## config.mk

```make
export PLATFORM = sky130hd
export DESIGN_NAME = ltc2195_lane_tx_flat
export DESIGN_NICKNAME = d
export VERILOG_FILES = /design/src/rtl/ltc2195_lane_tx_if.sv /design/src/rtl/ltc2195_lane_tx.sv /design/src/flat_wrapper.sv
export SDC_FILE = /design/constraint.sdc
export NUM_CORES = 1
export LEC_CHECK = 0
export ABC_AREA = 1
export CAP_MARGIN = 15
export CORE_UTILIZATION = 45
export CTS_CLUSTER_SIZE = 25
export DETAILED_ROUTE_END_ITERATION = 16
export PLACE_DENSITY = 0.73
export SETUP_SLACK_MARGIN = 0.15
export SYNTH_ARGS = -nofsm -noshare
export SYNTH_HDL_FRONTEND = slang
export SYNTH_SLANG_ARGS = --single-unit
```

## constraint.sdc

```tcl
create_clock -name clk_in -period 1.9 [get_ports clk_in]
set_clock_uncertainty 0.05 [all_clocks]
set_input_delay 0.38 -clock clk_in [delete_from_list [all_inputs] [get_ports clk_in]]
set_output_delay 0.38 -clock clk_in [all_outputs]
set_load 0.02 [all_outputs]
```

## src/rtl/ltc2195_lane_tx_if.sv

```systemverilog
// Word-pair handshake and serial lane outputs of the LTC2195 2-lane transmitter.
// The source side (master) offers word pairs and observes the lanes; the transmitter is the slave.
interface ltc2195_lane_tx_if;
  logic [15:0] ADC0_in;
  logic [15:0] ADC1_in;
  logic        valid_in;
  logic        ready_out;
  logic        pattern_en_in;
  logic [1:0]  D0_out;
  logic [1:0]  D1_out;
  logic        FR_out;
  logic        DCO_out;
  logic        underflow_out;
  logic [15:0] frame_cnt_out;

  modport master (
    output ADC0_in, ADC1_in, valid_in, pattern_en_in,
    input  ready_out, D0_out, D1_out, FR_out, DCO_out, underflow_out, frame_cnt_out
  );

  modport slave (
    input  ADC0_in, ADC1_in, valid_in, pattern_en_in,
    output ready_out, D0_out, D1_out, FR_out, DCO_out, underflow_out, frame_cnt_out
  );
endinterface

```

## src/rtl/ltc2195_lane_tx.sv

```systemverilog
// LTC2195 2-lane/16-bit SDR transmitter: one holding pair, 8-cycle frames, FR/DCO generation.
//   state | meaning
//   IDLE  | lanes, FR, DCO low; waits for the first held pair
//   RUN   | bit_cnt 0..7 free-running; next frame loaded at bit_cnt=7
module ltc2195_lane_tx #(
  parameter logic [15:0] TEST_PATTERN = 16'hA5C3
) (
  input logic              clk_in,
  input logic              rst_in,
  ltc2195_lane_tx_if.slave bus
);

  typedef enum logic {IDLE, RUN} state_t;

  state_t      state_q, state_d;
  logic        hold_full_q, hold_full_d;
  logic [15:0] hold0_q, hold0_d, hold1_q, hold1_d;
  logic [15:0] word0_q, word0_d, word1_q, word1_d;
  logic [2:0]  bit_cnt_q, bit_cnt_d;
  logic [1:0]  d0_q, d0_d, d1_q, d1_d;
  logic        fr_q, fr_d, dco_q, dco_d, uf_q, uf_d;
  logic [15:0] frame_cnt_q, frame_cnt_d;
  logic        accept, load, from_hold, running;
  logic [3:0]  sel;

  // Gated by rst_in so the source sees "not ready" for the whole reset window.
  assign bus.ready_out = ~hold_full_q & ~rst_in;
  assign accept        = bus.valid_in & bus.ready_out;

  always_comb begin
    state_d     = state_q;
    bit_cnt_d   = bit_cnt_q;
    word0_d     = word0_q;
    word1_d     = word1_q;
    frame_cnt_d = frame_cnt_q;
    uf_d        = 1'b0;
    from_hold   = 1'b0;
    load        = 1'b0;

    case (state_q)
      IDLE:    load = hold_full_q;
      RUN:     load = (bit_cnt_q == 3'd7);
      default: load = 1'b0;
    endcase

    if (state_q == RUN) bit_cnt_d = bit_cnt_q + 3'd1;

    if (load) begin
      state_d     = RUN;
      bit_cnt_d   = 3'd0;
      frame_cnt_d = frame_cnt_q + 16'd1;
      if (bus.pattern_en_in) begin
        word0_d = TEST_PATTERN;
        word1_d = TEST_PATTERN;
      end else if (hold_full_q) begin
        word0_d   = hold0_q;
        word1_d   = hold1_q;
        from_hold = 1'b1;
      end else begin
        uf_d = 1'b1;
      end
    end

    // Accept wins over the clear so a pair arriving with a load is never lost.
    hold_full_d = accept ? 1'b1 : (from_hold ? 1'b0 : hold_full_q);
    hold0_d     = accept ? bus.ADC0_in : hold0_q;
    hold1_d     = accept ? bus.ADC1_in : hold1_q;

    running = (state_d == RUN);
    sel     = 4'd14 - {bit_cnt_d, 1'b0};
    d0_d    = running ? word0_d[sel +: 2] : 2'b00;
    d1_d    = running ? word1_d[sel +: 2] : 2'b00;
    fr_d    = running & ~bit_cnt_d[2];
    dco_d   = running & ~bit_cnt_d[0];
  end

  always_ff @(posedge clk_in) begin
    if (rst_in) begin
      state_q     <= IDLE;
      hold_full_q <= 1'b0;
      hold0_q     <= '0;
      hold1_q     <= '0;
      word0_q     <= '0;
      word1_q     <= '0;
      bit_cnt_q   <= '0;
      d0_q        <= '0;
      d1_q        <= '0;
      fr_q        <= 1'b0;
      dco_q       <= 1'b0;
      uf_q        <= 1'b0;
      frame_cnt_q <= '0;
    end else begin
      state_q     <= state_d;
      hold_full_q <= hold_full_d;
      hold0_q     <= hold0_d;
      hold1_q     <= hold1_d;
      word0_q     <= word0_d;
      word1_q     <= word1_d;
      bit_cnt_q   <= bit_cnt_d;
      d0_q        <= d0_d;
      d1_q        <= d1_d;
      fr_q        <= fr_d;
      dco_q       <= dco_d;
      uf_q        <= uf_d;
      frame_cnt_q <= frame_cnt_d;
    end
  end

  assign bus.D0_out        = d0_q;
  assign bus.D1_out        = d1_q;
  assign bus.FR_out        = fr_q;
  assign bus.DCO_out       = dco_q;
  assign bus.underflow_out = uf_q;
  assign bus.frame_cnt_out = frame_cnt_q;

endmodule

```

## src/flat_wrapper.sv

```systemverilog
// flat-port wrapper written by rule: the top's interface ports become plain ports
module ltc2195_lane_tx_flat 
#(
  parameter logic [15:0] TEST_PATTERN = 16'hA5C3
)
  (clk_in, rst_in, bus_ADC0_in, bus_ADC1_in, bus_valid_in, bus_pattern_en_in, bus_ready_out, bus_D0_out, bus_D1_out, bus_FR_out, bus_DCO_out, bus_underflow_out, bus_frame_cnt_out);
  ltc2195_lane_tx_if bus_i ();
  input logic clk_in;
  input logic rst_in;
  input wire logic [$bits(bus_i.ADC0_in)-1:0] bus_ADC0_in;
  input wire logic [$bits(bus_i.ADC1_in)-1:0] bus_ADC1_in;
  input wire logic [$bits(bus_i.valid_in)-1:0] bus_valid_in;
  input wire logic [$bits(bus_i.pattern_en_in)-1:0] bus_pattern_en_in;
  output wire logic [$bits(bus_i.ready_out)-1:0] bus_ready_out;
  output wire logic [$bits(bus_i.D0_out)-1:0] bus_D0_out;
  output wire logic [$bits(bus_i.D1_out)-1:0] bus_D1_out;
  output wire logic [$bits(bus_i.FR_out)-1:0] bus_FR_out;
  output wire logic [$bits(bus_i.DCO_out)-1:0] bus_DCO_out;
  output wire logic [$bits(bus_i.underflow_out)-1:0] bus_underflow_out;
  output wire logic [$bits(bus_i.frame_cnt_out)-1:0] bus_frame_cnt_out;
  assign bus_i.ADC0_in = bus_ADC0_in;
  assign bus_i.ADC1_in = bus_ADC1_in;
  assign bus_i.valid_in = bus_valid_in;
  assign bus_i.pattern_en_in = bus_pattern_en_in;
  assign bus_ready_out = bus_i.ready_out;
  assign bus_D0_out = bus_i.D0_out;
  assign bus_D1_out = bus_i.D1_out;
  assign bus_FR_out = bus_i.FR_out;
  assign bus_DCO_out = bus_i.DCO_out;
  assign bus_underflow_out = bus_i.underflow_out;
  assign bus_frame_cnt_out = bus_i.frame_cnt_out;
  ltc2195_lane_tx #(.TEST_PATTERN(TEST_PATTERN)) u_core (.clk_in(clk_in), .rst_in(rst_in), .bus(bus_i));
endmodule
```

== Word-level counts from Yosys, hierarchy flattened ==
Cells that the tools add are included.

* Register bits after elaboration: 92
* Output and inout bits: 24
* Logic and storage cells: 49

* Add/sub/neg operators: 3
* Multiplexer cells: 16
* Bitwise operators: 11
* Shifts and indexed selects: 2
* Equal/unequal tests: 1
* Reductions and logical operators: 3

{| class="wikitable"
|+ Operators with widths
! cell !! number
|-
| $mux W16 || 6
|-
| $shiftx A16 B5 Y2 || 2
|-
| $add A16 B1 Y16 const B || 1
|-
| $mux W1 || 7
|-
| $not A1 Y1 || 7
|-
| $mux W3 || 2
|-
| $and A1 B1 Y1 || 4
|-
| $sub A4 B4 Y4 const A || 1
|-
| $add A3 B1 Y3 const B || 1
|-
| $eq A3 B3 Y1 const B || 1
|-
| $reduce_or A3 Y1 || 1
|-
| $pmux W1 S2 || 1
|-
| $reduce_bool A2 Y1 || 1
|-
| $reduce_or A2 Y1 || 1
|}

== Depth between registers and ports, before layout ==
* Word-level depth: 5
* Mapped depth: 13
* Mapped depth without buffers: 12

== Worst setup path after synthesis ==
Ideal clock, no wire load.

* Path type: register to register
* From: register u_core.bit_cnt_q[0]
* To: register u_core.d0_q[0], in the netlist u_core.bus.D0_out[0]
* Setup slack: 0.232 ns
* Period minus slack after synthesis: 1.668 ns
* Cell stages (with the launch flop): 13
* Arrival time: 1.555 ns
* Path buffers: 1
* Cells stage by stage: dfxtp_1 ha_1 ha_1 inv_1 nand2_1 nand2_4 nand2_4 buf_4 nand3_1 nand3_1 nand3_1 nand2_1 nor2_1

* Word-level cells in the longest chain between the ends: 5
* Elaborated cells between the ends (all ways): 11
* Classes of those cells: 2 x add/sub; 1 x eq/ne; 1 x shift; 5 x mux; 1 x bitwise; 1 x reduce/logical

{| class="wikitable"
|+ RTL lines
! item !! RTL line !! text
|-
| start, declared || ltc2195_lane_tx.sv:19 || <nowiki>logic [2:0] bit_cnt_q, bit_cnt_d;</nowiki>
|-
| start signal, assigned || ltc2195_lane_tx.sv:99 || <nowiki>bit_cnt_q <= bit_cnt_d;</nowiki>
|-
| $add A3 B1 Y3 / $eq A3 B3 Y1 (equally long branches) || ltc2195_lane_tx.sv:46, ltc2195_lane_tx.sv:42 ||
|-
| $mux W3 / $pmux W1 S2 (equally long branches) || ltc2195_lane_tx.sv:46, ltc2195_lane_tx.sv:40 ||
|-
| $mux W3 / $mux W1 (equally long branches) || ltc2195_lane_tx.sv:48 || <nowiki>if (load) begin</nowiki>
|-
| $sub A4 B4 Y4 / $not A1 Y1 (equally long branches) || -- ||
|-
| $shiftx A16 B5 Y2 / $reduce_or A2 Y1 (equally long branches) || -- ||
|-
| end signal, assigned || ltc2195_lane_tx.sv:86 || <nowiki>d0_q <= '0;</nowiki>
|-
| end signal, assigned || ltc2195_lane_tx.sv:100 || <nowiki>d0_q <= d0_d;</nowiki>
|-
| end, declared || ltc2195_lane_tx.sv:20 || <nowiki>logic [1:0] d0_q, d0_d, d1_q, d1_d;</nowiki>
|}

Parallel ways exist; a longest one is shown, timed or not.
A chain may end at the register's enable or synchronous reset.

== Worst setup path after layout ==
* From: register u_core.bit_cnt_q[0]
* To: register u_core.d1_q[1], in the netlist u_core.bus.D1_out[1]

* Word-level cells in the longest chain between the ends: 5
* Elaborated cells between the ends (all ways): 11
* Classes of those cells: 2 x add/sub; 1 x eq/ne; 1 x shift; 5 x mux; 1 x bitwise; 1 x reduce/logical

{| class="wikitable"
|+ RTL lines
! item !! RTL line !! text
|-
| $add A3 B1 Y3 / $eq A3 B3 Y1 (equally long branches) || ltc2195_lane_tx.sv:46, ltc2195_lane_tx.sv:42 ||
|-
| $mux W3 / $pmux W1 S2 (equally long branches) || ltc2195_lane_tx.sv:46, ltc2195_lane_tx.sv:40 ||
|-
| $mux W3 / $mux W1 (equally long branches) || ltc2195_lane_tx.sv:48 ||
|-
| $sub A4 B4 Y4 / $not A1 Y1 (equally long branches) || -- ||
|-
| $shiftx A16 B5 Y2 / $reduce_or A2 Y1 (equally long branches) || -- ||
|-
| end signal, assigned || ltc2195_lane_tx.sv:87 || <nowiki>d1_q <= '0;</nowiki>
|-
| end signal, assigned || ltc2195_lane_tx.sv:101 || <nowiki>d1_q <= d1_d;</nowiki>
|-
| end, declared || ltc2195_lane_tx.sv:20 ||
|}

Parallel ways exist; a longest one is shown, timed or not.

==> reports/metrics.csv <==
stage,metric,value,unit
run_status,status,finished clean,
worst_setup_path,cells on worst reg2reg path,14,
timing,fin crit share,0.976,
route,DRC viols,0,
timing,Final Critical Period,1.85,ns
pwr,Final Power,4760,uW
synth,Syn Inst Count,625,
floorplan,die height,99.3,um
synth,share of synthesized registers carrying an async set or reset,0,
pwr,worst vdd ir,0.000395,V
synth,Yosys cell types,29,
pwr,PwrDens,810,mW/mm^2
worst_setup_path,most frequent cell on the critical path,nand2_1,
synth,top_reg_cell synth,dfxtp_1,
floorplan,die area,0.00985,mm^2
worst_setup_path,CP peak stage delay,0.37,ns
cts,clk slew on worst S/H paths,0.09,ns
synth,"Cell Area, Synth",0.00426,mm^2
worst_setup_path,kind of critical path,flip-flop to flip-flop,
global_routing,All-Layer GR Usage,0.259,
synth,main combinational cell family by area after synthesis,simple AND/OR/NAND/NOR gates,
worst_setup_path,Setup crit end kind,flip-flop,
floorplan,# rows,35,
finish,Final #Nets,748,
timing,Fmax achieved,539,MHz
place,Placer Congestion,0.845,
min_path,Worst Hold Endpoint,u_core.hold0_q[3],
timing,Slew HR,0.630,
min_path,worst hold path startpoint,u_core.hold0_q[3],
job,maxcap violations,0,
worst_setup_path,R2R Setup Slk,0.05,ns
global_routing,first-pass GRT wire length,19900,um
timing,final setup fails,0,
cts,CTS tree,done,
timing,setup TNS,0,ns
synth,Post-synth EDFFs,0,
finish,antenna fix cells,0,
route,Initial DRC Count,353,
synth,Post-Synth Simple-Gate Area,0.400,
route,WL per Instance,15.2,um
finish,layout cells sized above 1,0.187,
worst_setup_path,crit-path cells,ha_4 > ha_4 > inv_2 > nand2_2 > nand2_4 > nor2_4 > buf_4 > buf_16 > nand2_1 > nand3_4 > nand3_2 > nand2_1 > nand3_1 > nand2_1,
cts,maximum clock path buffer count,2,
min_path,hold depth,2,
place,hpwl dp,7660,um
timing,worst hold margin,0.416,ns
min_path,Hold WC Path Type,flip-flop to flip-flop,
synth,Syn Area/Cell,6.81,um^2
cts,CTS Buf Count,9,
timing,Final Hold Viols,0,
route,"antenna viol nets, final",0,
route,vias per cell,5.43,
worst_setup_path,"Arr. time, crit path",2.12,ns
synth,register area share after synthesis,0.433,
synth,post-synthesis xor/xnor area fraction,0.00206,
finish,Fillers,802,
cts,worst-skew pair later-pin latency,0.37,ns
cts,Clock Sinks,92,
floorplan,Initial Utilization,0.463,
timing,Slew @ Worst Pin,0.553,ns
worst_setup_path,Crit path required time,2.17,ns
place,Port Buf Inserts,59,
route,via count,4474,
worst_setup_path,Reg-to-Reg End,u_core.bus.D1_out[1],
synth,Yosys top cell by area,dfxtp_1,
synth,post-synthesis compound-gate area fraction,0.0832,
synth,Synth top area share,0.433,
synth,most common cell in the netlist,nand2_1,
worst_setup_path,Critical Path Start Type,flip-flop,
global_routing,Overflow after GRT,0,
floorplan,die width,99.3,um
synth,Synth area leaders,"dfxtp_1 43%, nand2_1 20%, nand3_1 12%",
global_routing,initial antenna violation count,0,
synth,synth warn,0,
pwr,leak pwr,0.00258,uW
synth,mux cell area share after synthesis,0,
finish,Area Growth Syn to Fin,38.0,%
floorplan,Top Ports,60,
synth,commonest cells in the synthesized netlist,"230 x nand2_1, 100 x nand3_1, 92 x dfxtp_1, 44 x a21oi_1, 41 x nor2_1",
worst_setup_path,critical path's slowest cell,dfxtp_2,
route,Routed WL,12500,um
timing,RSZ-0062 raised after global routing,yes,
synth,#FFs+latches synth,92,
worst_setup_path,"Max FO, Critical Path",6,
floorplan,core area,0.00920,mm^2
cts,CTS H-Tree Depth,3,
synth,syn_nets,665,
global_routing,largest net degree at the start of global routing,35,
timing,fin. max-slew vios,0,
worst_setup_path,launching point of the worst reg2reg path,u_core.bit_cnt_q[0],
global_routing,number of global-route vias before repair,4142,
synth,Adder-Cell Fraction of Synth Area,0.0118,
cts,CTS root buf,clkbuf_8,
route,first-pass detailed-route iteration total,6,
[registers in the layout, indices dropped and copies added (netlist names), 2 cells and up]
register	flops
u_core.bus.frame_cnt_out	16
u_core.hold0_q	16
u_core.hold1_q	16
u_core.word0_q	16
u_core.word1_q	16
u_core.bit_cnt_q	3
u_core.bus.D0_out	2
u_core.bus.D1_out	2
[kinds of logic (layout without fill, tap and decap cells)]
kind of cell    Yosys count  in the layout
fa+ha+maj                 4              4
buf+inv                  66            151
flops                    92             92
simple gates            395            398
compound gates           67             67
xor+xnor                  1              1
[how the worst max path moves through the flow]
| stage | startpoint | endpoint | slack (ns) | depth (start not counted) |
|---|---|---|---|---|
| after CTS | u_core.bit_cnt_q[1] | u_core.bus.frame_cnt_out[15] | 0.14 | 12 |
| after global placement | u_core.bit_cnt_q[0] | u_core.bus.D1_out[1] | -0.14 | 10 |
| after detailed placement | u_core.bit_cnt_q[0] | u_core.bus.D0_out[0] | -0.22 | 10 |
| after global routing | u_core.bit_cnt_q[1] | u_core.bus.frame_cnt_out[15] | -0.004 | 13 |
| after floorplan | u_core.bit_cnt_q[0] | u_core.bus.D0_out[0] | 0.23 | 12 |
| final | u_core.bit_cnt_q[0] | u_core.bus.D1_out[1] | 0.05 | 14 |
[through the flow]
step	area (um^2)	utilization	setup slack (ns)	instances
after detailed placement	5100	0.555	-0.224	788
after global routing	5870	0.639	-0.00390	824
final	5870	0.639	0.0462	824
after global placement	5100	0.555	-0.137	788
after CTS	5700	0.620	0.142	821
after floorplan	4260	-	0.232	625
[worst max-delay path, delay by kind of cell, from the launching register on]
| family | cells | cell delay (ns) |
|---|---|---|
| flops | 1 | 0.37 |
| simple gates | 9 | 0.77 |
| fa+ha+maj | 2 | 0.31 |
| buf+inv | 3 | 0.31 |
[final cells by class]
cell class	instances	area, um^2	share of cell area
flip-flops and latches	92	1850	0.314
inverters	34	133	0.0226
well taps	111	139	0.0236
repair buffers	101	1080	0.185
multi-input cells	470	2460	0.418
clock inverters	6	88.8	0.0151
clock buffers	10	128	0.0217
[routing by layer]
metal	routed length [um]	vias up	global-route usage
li1	-	2202	-
met1	5230	2001	0.328
met2	5810	223	0.417
met3	972	48	0.0555
met4	489	0	0.133
met5	0	-	0
[cell usage in the layout, fill, tap and decap left out, drive strengths merged]
cell           netlist  routed
or2                  1       1
nor3                 7       7
clkbuf               9      10
dlymetal6s2s         0       3
nor2                46      47
bufinv               0       2
o211ai               1       1
nand2              236     238
nor3b                1       1
clkdlybuf4s50        0      37
nand4                2       2
clkinv               0       2
o21a                 1       1
xnor2                1       1
nor4                 1       1
a21oi               44      44
ha                   4       4
clkinvlp             0       2
nand3b               1       1
dlygate4sd2          0      18
dfxtp               92      92
inv                 34      34
buf                 23      43
nand3              100     100
o21ai               21      21
[timing repair]
item | 4_1_cts | 5_1_grt
hold endpoints to repair | 0 | 0
cloned | 6 | 0
setup endpoints to repair | 53 | 13
setup buffers | 11 | 3
pin swaps | 19 | 18
hold buffers | 0 | 0
gates resized for setup | 68 | 39
[power breakdown]
group | total (uW) | internal [uW] | leakage (uW) | switching, uW
clock | 1460 | 742 | 0.000102 | 719
sequential | 2110 | 2050 | 0.000752 | 66.0
combinational | 1190 | 514 | 0.00172 | 673
total | 4760 | 3300 | 0.00258 | 1460
No activity file was read; power rests on OpenSTA's default activity.
